**src/rtl/cu_seq_decoder_pkg.sv**
```systemverilog
// Shared opcode map, ALU selector, control-word layout and FSM states for the decode-stage control unit.
package cu_pkg;

   localparam logic [3:0] OP_NOP  = 4'd0;
   localparam logic [3:0] OP_LDD  = 4'd1;
   localparam logic [3:0] OP_STD  = 4'd2;
   localparam logic [3:0] OP_ADD  = 4'd3;
   localparam logic [3:0] OP_NOT  = 4'd4;
   localparam logic [3:0] OP_IN   = 4'd5;
   localparam logic [3:0] OP_OUT  = 4'd6;
   localparam logic [3:0] OP_PUSH = 4'd7;
   localparam logic [3:0] OP_POP  = 4'd8;
   localparam logic [3:0] OP_JMP  = 4'd9;
   localparam logic [3:0] OP_CALL = 4'd10;
   localparam logic [3:0] OP_RET  = 4'd11;

   typedef enum logic [1:0] {
      ALU_PASS = 2'd0,
      ALU_ADD  = 2'd1,
      ALU_NOT  = 2'd2
   } alu_op_e;

   typedef enum logic {
      ST_IDLE = 1'b0,
      ST_SEQ  = 1'b1
   } state_e;

   typedef struct packed {
      logic    ctrl_valid;
      alu_op_e alu_op;
      logic    alu_src;
      logic    mem_w;
      logic    mem_r;
      logic    mtr;
      logic    reg_write;
      logic    branch;
      logic    in_en;
      logic    out_en;
      logic    stack_op;
      logic    push;
      logic    seq_busy;
   } ctrl_word_t;

   localparam ctrl_word_t CTRL_ZERO = '0;

endpackage

```
**src/rtl/cu_decode_lut.sv**
```systemverilog
// Combinational opcode lookup: base control word, legality, and whether the op is a sequenced stack op.
module cu_decode_lut
   import cu_pkg::*;
#(
   parameter int OPCODE_W = 5
) (
   input  logic [OPCODE_W-1:0] opcode_i,
   output ctrl_word_t          word_o,
   output logic                legal_o,
   output logic                stk_seq_o
);

   always_comb begin
      // NOTE: every output gets a default first so no path through the case infers a latch.
      word_o            = CTRL_ZERO;
      word_o.ctrl_valid = 1'b1;
      legal_o           = 1'b1;
      stk_seq_o         = 1'b0;
      case (opcode_i)
         OPCODE_W'(OP_NOP): ;
         OPCODE_W'(OP_LDD): begin
            word_o.alu_op    = ALU_PASS;
            word_o.mem_r     = 1'b1;
            word_o.mtr       = 1'b1;
            word_o.reg_write = 1'b1;
         end
         OPCODE_W'(OP_STD): word_o.mem_w = 1'b1;
         OPCODE_W'(OP_ADD): begin
            word_o.alu_op    = ALU_ADD;
            word_o.reg_write = 1'b1;
         end
         OPCODE_W'(OP_NOT): begin
            word_o.alu_op    = ALU_NOT;
            word_o.reg_write = 1'b1;
         end
         OPCODE_W'(OP_IN): begin
            word_o.in_en     = 1'b1;
            word_o.reg_write = 1'b1;
         end
         OPCODE_W'(OP_OUT): word_o.out_en = 1'b1;
         OPCODE_W'(OP_PUSH): begin
            word_o.stack_op = 1'b1;
            word_o.push     = 1'b1;
            word_o.mem_w    = 1'b1;
         end
         OPCODE_W'(OP_POP): begin
            word_o.stack_op  = 1'b1;
            word_o.mem_r     = 1'b1;
            word_o.mtr       = 1'b1;
            word_o.reg_write = 1'b1;
         end
         OPCODE_W'(OP_JMP): word_o.branch = 1'b1;
         // CALL/RET carry their per-beat stack bits; branch/seq_busy are added by the sequencer.
         OPCODE_W'(OP_CALL): begin
            word_o.stack_op = 1'b1;
            word_o.push     = 1'b1;
            word_o.mem_w    = 1'b1;
            stk_seq_o       = 1'b1;
         end
         OPCODE_W'(OP_RET): begin
            word_o.stack_op = 1'b1;
            word_o.mem_r    = 1'b1;
            stk_seq_o       = 1'b1;
         end
         default: begin
            word_o  = CTRL_ZERO;
            legal_o = 1'b0;
         end
      endcase
   end

endmodule

```
**src/rtl/cu_seq_decoder.sv**
```systemverilog
// Decode-stage control unit: registered control word, CALL/RET beat sequencer, stall hold and flush bubble.
module cu_seq_decoder
   import cu_pkg::*;
#(
   parameter int OPCODE_W  = 5,
   parameter int ALU_OP_W  = 3,
   parameter int STK_BEATS = 2
) (
   input  logic                clk,
   input  logic                rst_n,
   input  logic                instr_valid,
   input  logic [OPCODE_W-1:0] opcode,
   input  logic                stall,
   input  logic                flush,
   output logic                ctrl_valid,
   output logic [ALU_OP_W-1:0] alu_op,
   output logic                alu_src,
   output logic                mem_w,
   output logic                mem_r,
   output logic                mtr,
   output logic                reg_write,
   output logic                branch,
   output logic                in_en,
   output logic                out_en,
   output logic                stack_op,
   output logic                push,
   output logic                seq_busy,
   output logic                illegal
);

   localparam int               CNT_W     = $clog2(STK_BEATS + 1);
   localparam logic [CNT_W-1:0] LAST_BEAT = CNT_W'(STK_BEATS - 1);

   state_e           state_q, state_d;
   logic [CNT_W-1:0] beat_q, beat_d, beat_inc;
   ctrl_word_t       ctrl_q, ctrl_d, lut_word;
   logic             illegal_q, illegal_d;
   logic             lut_legal, lut_stk_seq;

   cu_decode_lut #(.OPCODE_W(OPCODE_W)) u_lut (
      .opcode_i  (opcode),
      .word_o    (lut_word),
      .legal_o   (lut_legal),
      .stk_seq_o (lut_stk_seq)
   );

   assign beat_inc = beat_q + CNT_W'(1);

   always_comb begin
      state_d   = state_q;
      beat_d    = beat_q;
      ctrl_d    = ctrl_q;
      illegal_d = illegal_q;
      if (flush) begin
         state_d   = ST_IDLE;
         beat_d    = '0;
         ctrl_d    = CTRL_ZERO;
         illegal_d = 1'b0;
      end else if (!stall) begin
         illegal_d = 1'b0;
         case (state_q)
            // Stack bits latched on beat 0 persist; only beat position flags change.
            ST_SEQ: begin
               beat_d          = beat_inc;
               ctrl_d.branch   = (beat_inc == LAST_BEAT);
               ctrl_d.seq_busy = (beat_inc != LAST_BEAT);
               if (beat_inc == LAST_BEAT) state_d = ST_IDLE;
            end
            default: begin
               beat_d = '0;
               ctrl_d = CTRL_ZERO;
               if (instr_valid) begin
                  if (!lut_legal) begin
                     illegal_d = 1'b1;
                  end else begin
                     ctrl_d = lut_word;
                     if (lut_stk_seq) begin
                        ctrl_d.branch   = (STK_BEATS == 1);
                        ctrl_d.seq_busy = (STK_BEATS > 1);
                        if (STK_BEATS > 1) state_d = ST_SEQ;
                     end
                  end
               end
            end
         endcase
      end
   end

   // NOTE: only control registers live here, so all of them take the async reset value.
   always_ff @(posedge clk or negedge rst_n) begin
      if (!rst_n) begin
         state_q   <= ST_IDLE;
         beat_q    <= '0;
         ctrl_q    <= CTRL_ZERO;
         illegal_q <= 1'b0;
      end else begin
         // NOTE: non-blocking updates so every register sees the pre-edge values of the others.
         state_q   <= state_d;
         beat_q    <= beat_d;
         ctrl_q    <= ctrl_d;
         illegal_q <= illegal_d;
      end
   end

   assign ctrl_valid = ctrl_q.ctrl_valid;
   assign alu_op     = ALU_OP_W'(ctrl_q.alu_op);
   assign alu_src    = ctrl_q.alu_src;
   assign mem_w      = ctrl_q.mem_w;
   assign mem_r      = ctrl_q.mem_r;
   assign mtr        = ctrl_q.mtr;
   assign reg_write  = ctrl_q.reg_write;
   assign branch     = ctrl_q.branch;
   assign in_en      = ctrl_q.in_en;
   assign out_en     = ctrl_q.out_en;
   assign stack_op   = ctrl_q.stack_op;
   assign push       = ctrl_q.push;
   assign seq_busy   = ctrl_q.seq_busy;
   assign illegal    = illegal_q;

endmodule

```
**config.mk**
```make
export PLATFORM = sky130hd
export DESIGN_NAME = cu_seq_decoder
export DESIGN_NICKNAME = d
export VERILOG_FILES = /design/src/rtl/cu_seq_decoder_pkg.sv /design/src/rtl/cu_decode_lut.sv /design/src/rtl/cu_seq_decoder.sv
export SDC_FILE = /design/constraint.sdc
export NUM_CORES = 1
export LEC_CHECK = 0
export ABC_AREA = 1
export CAP_MARGIN = 20
export CORE_AREA = 2 2 47 49
export DETAILED_ROUTE_END_ITERATION = 16
export DIE_AREA = 0 0 49 51
export HOLD_SLACK_MARGIN = 0.06
export PLACE_DENSITY = 0.85
export SYNTH_ARGS = -nofsm -noshare
export SYNTH_HDL_FRONTEND = slang
export SYNTH_SLANG_ARGS = --single-unit
```
**constraint.sdc**
```tcl
create_clock -name clk -period 1.4 [get_ports clk]
set_input_delay 0.21 -clock clk [delete_from_list [all_inputs] [get_ports clk]]
set_output_delay 0.21 -clock clk [all_outputs]
set_load 0.01 [all_outputs]
```
## Yosys cells after proc, flatten, opt, wreduce, memory -nomap -nowiden

Cells that the tools add are included.

- ROM bits: 0
- Output and inout port bits: 16
- Register bits after elaboration: 18
- Memories: 0
- Bits in writable memories: 0
- Bits in latches: 0

- Multiply operators: 0
- Shifts and indexed selects: 0
- Reduce and logical (&&, ||, !) cells: 10
- Div/mod/pow operators: 0
- Equality and inequality tests: 15
- Add/subtract/negate cells: 1
- $lt $le $gt $ge: 0
- Bitwise logic cells: 0
- Multiplexer cells: 36

Operators by type and width:

| cell | number |
|---|---|
| 2-to-1 mux 14 bit | 4 |
| 2-to-1 mux 1 bit | 26 |
| == test 5 x 3 -> 1 bit, second input constant | 4 |
| == test 5 x 4 -> 1 bit, second input constant | 4 |
| OR reduction 12 bit | 1 |
| == test 5 x 2 -> 1 bit, second input constant | 2 |
| 2-to-1 mux 8 bit | 1 |
| 2-to-1 mux 2 bit | 3 |
| OR reduction 2 bit | 3 |
| OR reduction 3 bit | 2 |
| == test 5 x 1 -> 1 bit, second input constant | 1 |
| zero test 5 bit | 1 |
| OR reduction 5 bit | 1 |
| 2-to-1 mux 4 bit | 1 |
| != test 2 x 1 -> 1 bit, second input constant | 2 |
| case mux 2 bit (2 select lines) | 1 |
| OR reduction 4 bit | 1 |
| adder 2 x 1 -> 2 bit, second input constant | 1 |
| == test 2 x 1 -> 1 bit, second input constant | 1 |
| != test 2 bit, second input constant | 1 |
| AND reduction 2 bit | 1 |

## Depth between registers and ports, before layout

- Depth in word-level cells: 9
- Gate-level depth with buffers: 9
- Depth with buffers taken out: 9

## Hierarchy

A second synthesis with hierarchy kept.

- Cell total of the unflattened synthesis: 145
- Area total of the unflattened synthesis: 1088.5 µm²

Modules (own cells, without submodules):

| module | cells an instance | area each (µm²) | times used |
|---|---|---|---|
| cu_seq_decoder | 99 | 870.8 | 1 |
| cu_decode_lut | 46 | 217.7 | 1 |

## Worst setup path before layout

No wires, ideal clock.

- Path type: register to register
- Start point: reg, netlist name seq_busy
- End point: reg ctrl_q, in the netlist out_en
- Data required time: 1.272 ns
- Buffers on the path: 1
- Path slack: 0.277 ns
- Arrival time: 0.994 ns
- Stages on the path, launching flop included: 6
- Library setup time: 0.128 ns
- Period minus slack after synthesis: 1.123 ns
- Cell sequence: dfrtp_1 > o21ai_2 > inv_1 > buf_4 > nand2_1 > o21ai_0

RTL lines:

| element | line | source |
|---|---|---|
| end signal: assignment | cu_seq_decoder.sv:100 | `ctrl_q <= ctrl_d;` |
| end: declaration | cu_seq_decoder.sv:36 | `ctrl_word_t ctrl_q, ctrl_d, lut_word;` |

## Final worst setup path

- Start point: in opcode[3]
- End point: reg illegal_q (netlist: illegal)

- Longest elaborated chain between the ends: 8

Ends and longest elaborated chain:

| element | line | source |
|---|---|---|
| start: declaration | cu_seq_decoder.sv:12 | `input logic [OPCODE_W-1:0] opcode,` |
| == test 5 x 1 -> 1 bit (tied with other cells) | cu_decode_lut.sv:19 | `case (opcode_i)` |
| OR reduction 12 bit (no line) (*) | n/a |  |
| 2-to-1 mux 1 bit (*) | cu_decode_lut.sv:19 |  |
| 2-to-1 mux 1 bit (*) | cu_seq_decoder.sv:73 | `if (!lut_legal) begin` |
| 2-to-1 mux 1 bit (*) | cu_seq_decoder.sv:72 | `if (instr_valid) begin` |
| 2-to-1 mux 1 bit (*) | cu_seq_decoder.sv:61 | `case (state_q)` |
| 2-to-1 mux 1 bit (*) | cu_seq_decoder.sv:59 | `end else if (!stall) begin` |
| 2-to-1 mux 1 bit (*) | cu_seq_decoder.sv:54 | `if (flush) begin` |
| end signal: assignment | cu_seq_decoder.sv:101 | `illegal_q <= illegal_d;` |
| end: declaration | cu_seq_decoder.sv:37 | `logic illegal_q, illegal_d;` |

Every way passes the cells marked *; elsewhere a longest branch is shown, timed or not. The select of a mux whose other input is x is not followed.
A chain may end at the register's enable or synchronous reset.

==> flow_metrics.tcl <==
set metrics [dict create \
    status "finished clean" \
    synth_seq_area_share 0.451 \
    cts_setup_buffers 0 \
    drv_cap 0 \
    wl_per_cell_um 12.0 \
    gp_congestion 0.898 \
    max_freq_mhz 772 \
    finalHoldViolations 0 \
    final_nets 171 \
    grt-ovfl-total 0 \
    cts_buffers 3 \
    final_cell_mix "36 x nand2_1, 16 x dfrtp_1, 16 x buf_4" \
    crit_path_max_fanout 6 \
    final-max-slew-violation-count 0 \
    core_area_um2 2060 \
    drtPass1Iterations 5 \
    rr_endpoint "illegal" \
    grt_max_degree 17 \
    path_cells "clkdlybuf4s50_1 -> nand2_1 -> nor2_2 -> nand2_1 -> nand2_1 -> nor2_2 -> nand3_1 -> nand2_1" \
    hold_class "in -> async" \
    core.rowCount 17 \
    clkLatencyLatePin_ns 0.28 \
    io_pins 26 \
    avgSynthCellArea_um2 7.53 \
    r2r_start "seq_busy" \
    port_buffers 23 \
    fin_worst_skew_ns 0.00722 \
    htreeDepth 1 \
    endpoint_kind "flop" \
    min_period_ns 1.30 \
    final-setup-viol-count 0 \
    netlist_area_um2 888 \
    drive_gt1_frac 0.176 \
    cts_tree "yes" \
    ff2ff_setup_slack_ns 0.20 \
    path_common_cell "nand2_1" \
    irDropWorstVdd_uv 586 \
    critPathMaxStageDelay_ns 0.58 \
    clkTransAtPathRegs_ns 0.10 \
    worstPathArrival_ns 1.47 \
    reg2reg_depth 5 \
    drtIter0Drc 26 \
    fin_crit_sh 0.925 \
    routed_via_density 5.16 \
    critPathTopFamily "simple AND/OR/NAND/NOR gates" \
    area.growth.synth_to_final_pct 49.6 \
    dieArea_um2 2500 \
    power.leakage_nw 0.862 \
    cts-root-buf "clkbuf_4" \
    grt_pass1_vias 926 \
    antenna_found_initial 0 \
    slowest_stage "clkdlybuf4s50_1" \
    start_util 0.431 \
    power.total_mw 0.961 \
    grt_usage 0.191 \
    worstPathRequired_ns 1.57 \
    antenna_left 0 \
    ys_types 22 \
    final_cell_count_no_fill 187 \
    dp_hpwl_um 1750 \
    netlist_instances 118 \
    antennaDiodeCount 0 \
    wl_um 2240 \
    dr_total_vias 965 \
    final_common_cell "nand2_1" \
    drc 0 \
    path_buf_inv 1 \
    ys_seq_elements 16 \
    yosysWarnings 0 \
    clk_path_buf_depth 2 \
    setup.worst_path.start_class "input port" \
    power.density_nw_per_um2 723 \
    fp.dieH_um 51 \
    grt_pass1_wl_um 3680 \
    dp.cells 183 \
    crit_type "in -> reg" \
    die_w_um 49 \
    cts.sinks 16 \
]
==> state kept, by name (all words and copies together), names as in the netlist <==
signal,cells
alu_op,2
beat_q,2
branch,1
ctrl_valid,1
illegal,1
in_en,1
mem_r,1
mem_w,1
mtr,1
out_en,1
push,1
reg_write,1
seq_busy,1
stack_op,1
==> cell usage after synthesis <==
cell type / count / area share
a21oi_1: 1 / 0.0056
nor3_1: 1 / 0.0056
conb_1: 1 / 0.0042
nand2_1: 36 / 0.15
inv_1: 14 / 0.059
a31oi_1: 1 / 0.0070
buf_4: 3 / 0.025
o31ai_1: 1 / 0.0085
inv_2: 1 / 0.0042
buf_2: 1 / 0.0056
nor2_4: 1 / 0.013
nor2_1: 8 / 0.034
ha_1: 1 / 0.014
nand4_1: 8 / 0.056
nor3_2: 1 / 0.011
o21ai_2: 2 / 0.020
clkinv_1: 1 / 0.0042
o21ai_0: 8 / 0.045
dfrtp_1: 16 / 0.45
nand3_1: 9 / 0.051
a22o_1: 1 / 0.0099
nor2_2: 2 / 0.014
==> per-layer routing <==
layer,vias to the layer above,track usage,routed length [um]
met4,0,0.114,67
li1,464,-,-
met1,450,0.194,871
met2,41,0.379,1170
met3,10,0.0175,132
met5,-,0,0
==> cell type report <==
type,instances,area (um^2)
clock buffer,4,36.3
multi-input combinational,83,404
inverter,16,60.1
timing repair buffer,40,393
tap,28,35.0
sequential,16,400
fill,179,734
==> report_power, final <==
group	internal, mW	switching, mW	leakage, nW	total [mW]
Clock	0.158	0.147	0.0210	0.305
Combinational	0.0834	0.0965	0.620	0.180
Sequential	0.470	0.00537	0.222	0.476
Total	0.712	0.249	0.862	0.961
==> cell families (layout without fill, tap and decap cells) <==
group	Yosys count	in the layout	share of synthesized area
buf+inv	20	60	0.0986
simple gates	66	66	0.337
fa+ha+maj	1	1	0.0141
compound gates	14	14	0.0958
other cells	1	2	0.00422
flops	16	16	0.451
==> per-stage QoR <==
stage	setup slack [ns]	util	area, um^2	hold slack (ns)	TNS [ns]
floorplan	0.277	-	892	-0.0856	0
global placement	-0.143	0.616	1270	0.464	-0.703
detailed placement	-0.161	0.616	1270	0.466	-1.38
CTS	0.000534	0.631	1300	0.246	0
global route	-0.0434	0.644	1330	0.254	-0.0434
finish	0.105	0.644	1330	0.234	0
==> worst max path at each step <==
stage,from,end,slack [ns],cells after the start
final,opcode[3],illegal,0.10,8
after global routing,opcode[2],illegal,-0.04,8
after CTS,alu_op[0],alu_op[0],0.0005,1
after detailed placement,opcode[0],ctrl_valid,-0.16,10
after global placement,opcode[0],ctrl_valid,-0.14,10
after floorplan,seq_busy,out_en,0.28,5
==> what timing repair did <==
action / 4_1_cts / 5_1_grt
hold buffers: 0 / 0
pin swaps: 0 / 0
endpoints found under the setup margin: 4 / 11
gates resized for setup: 4 / 11
(Power assumes the default switching activity.)
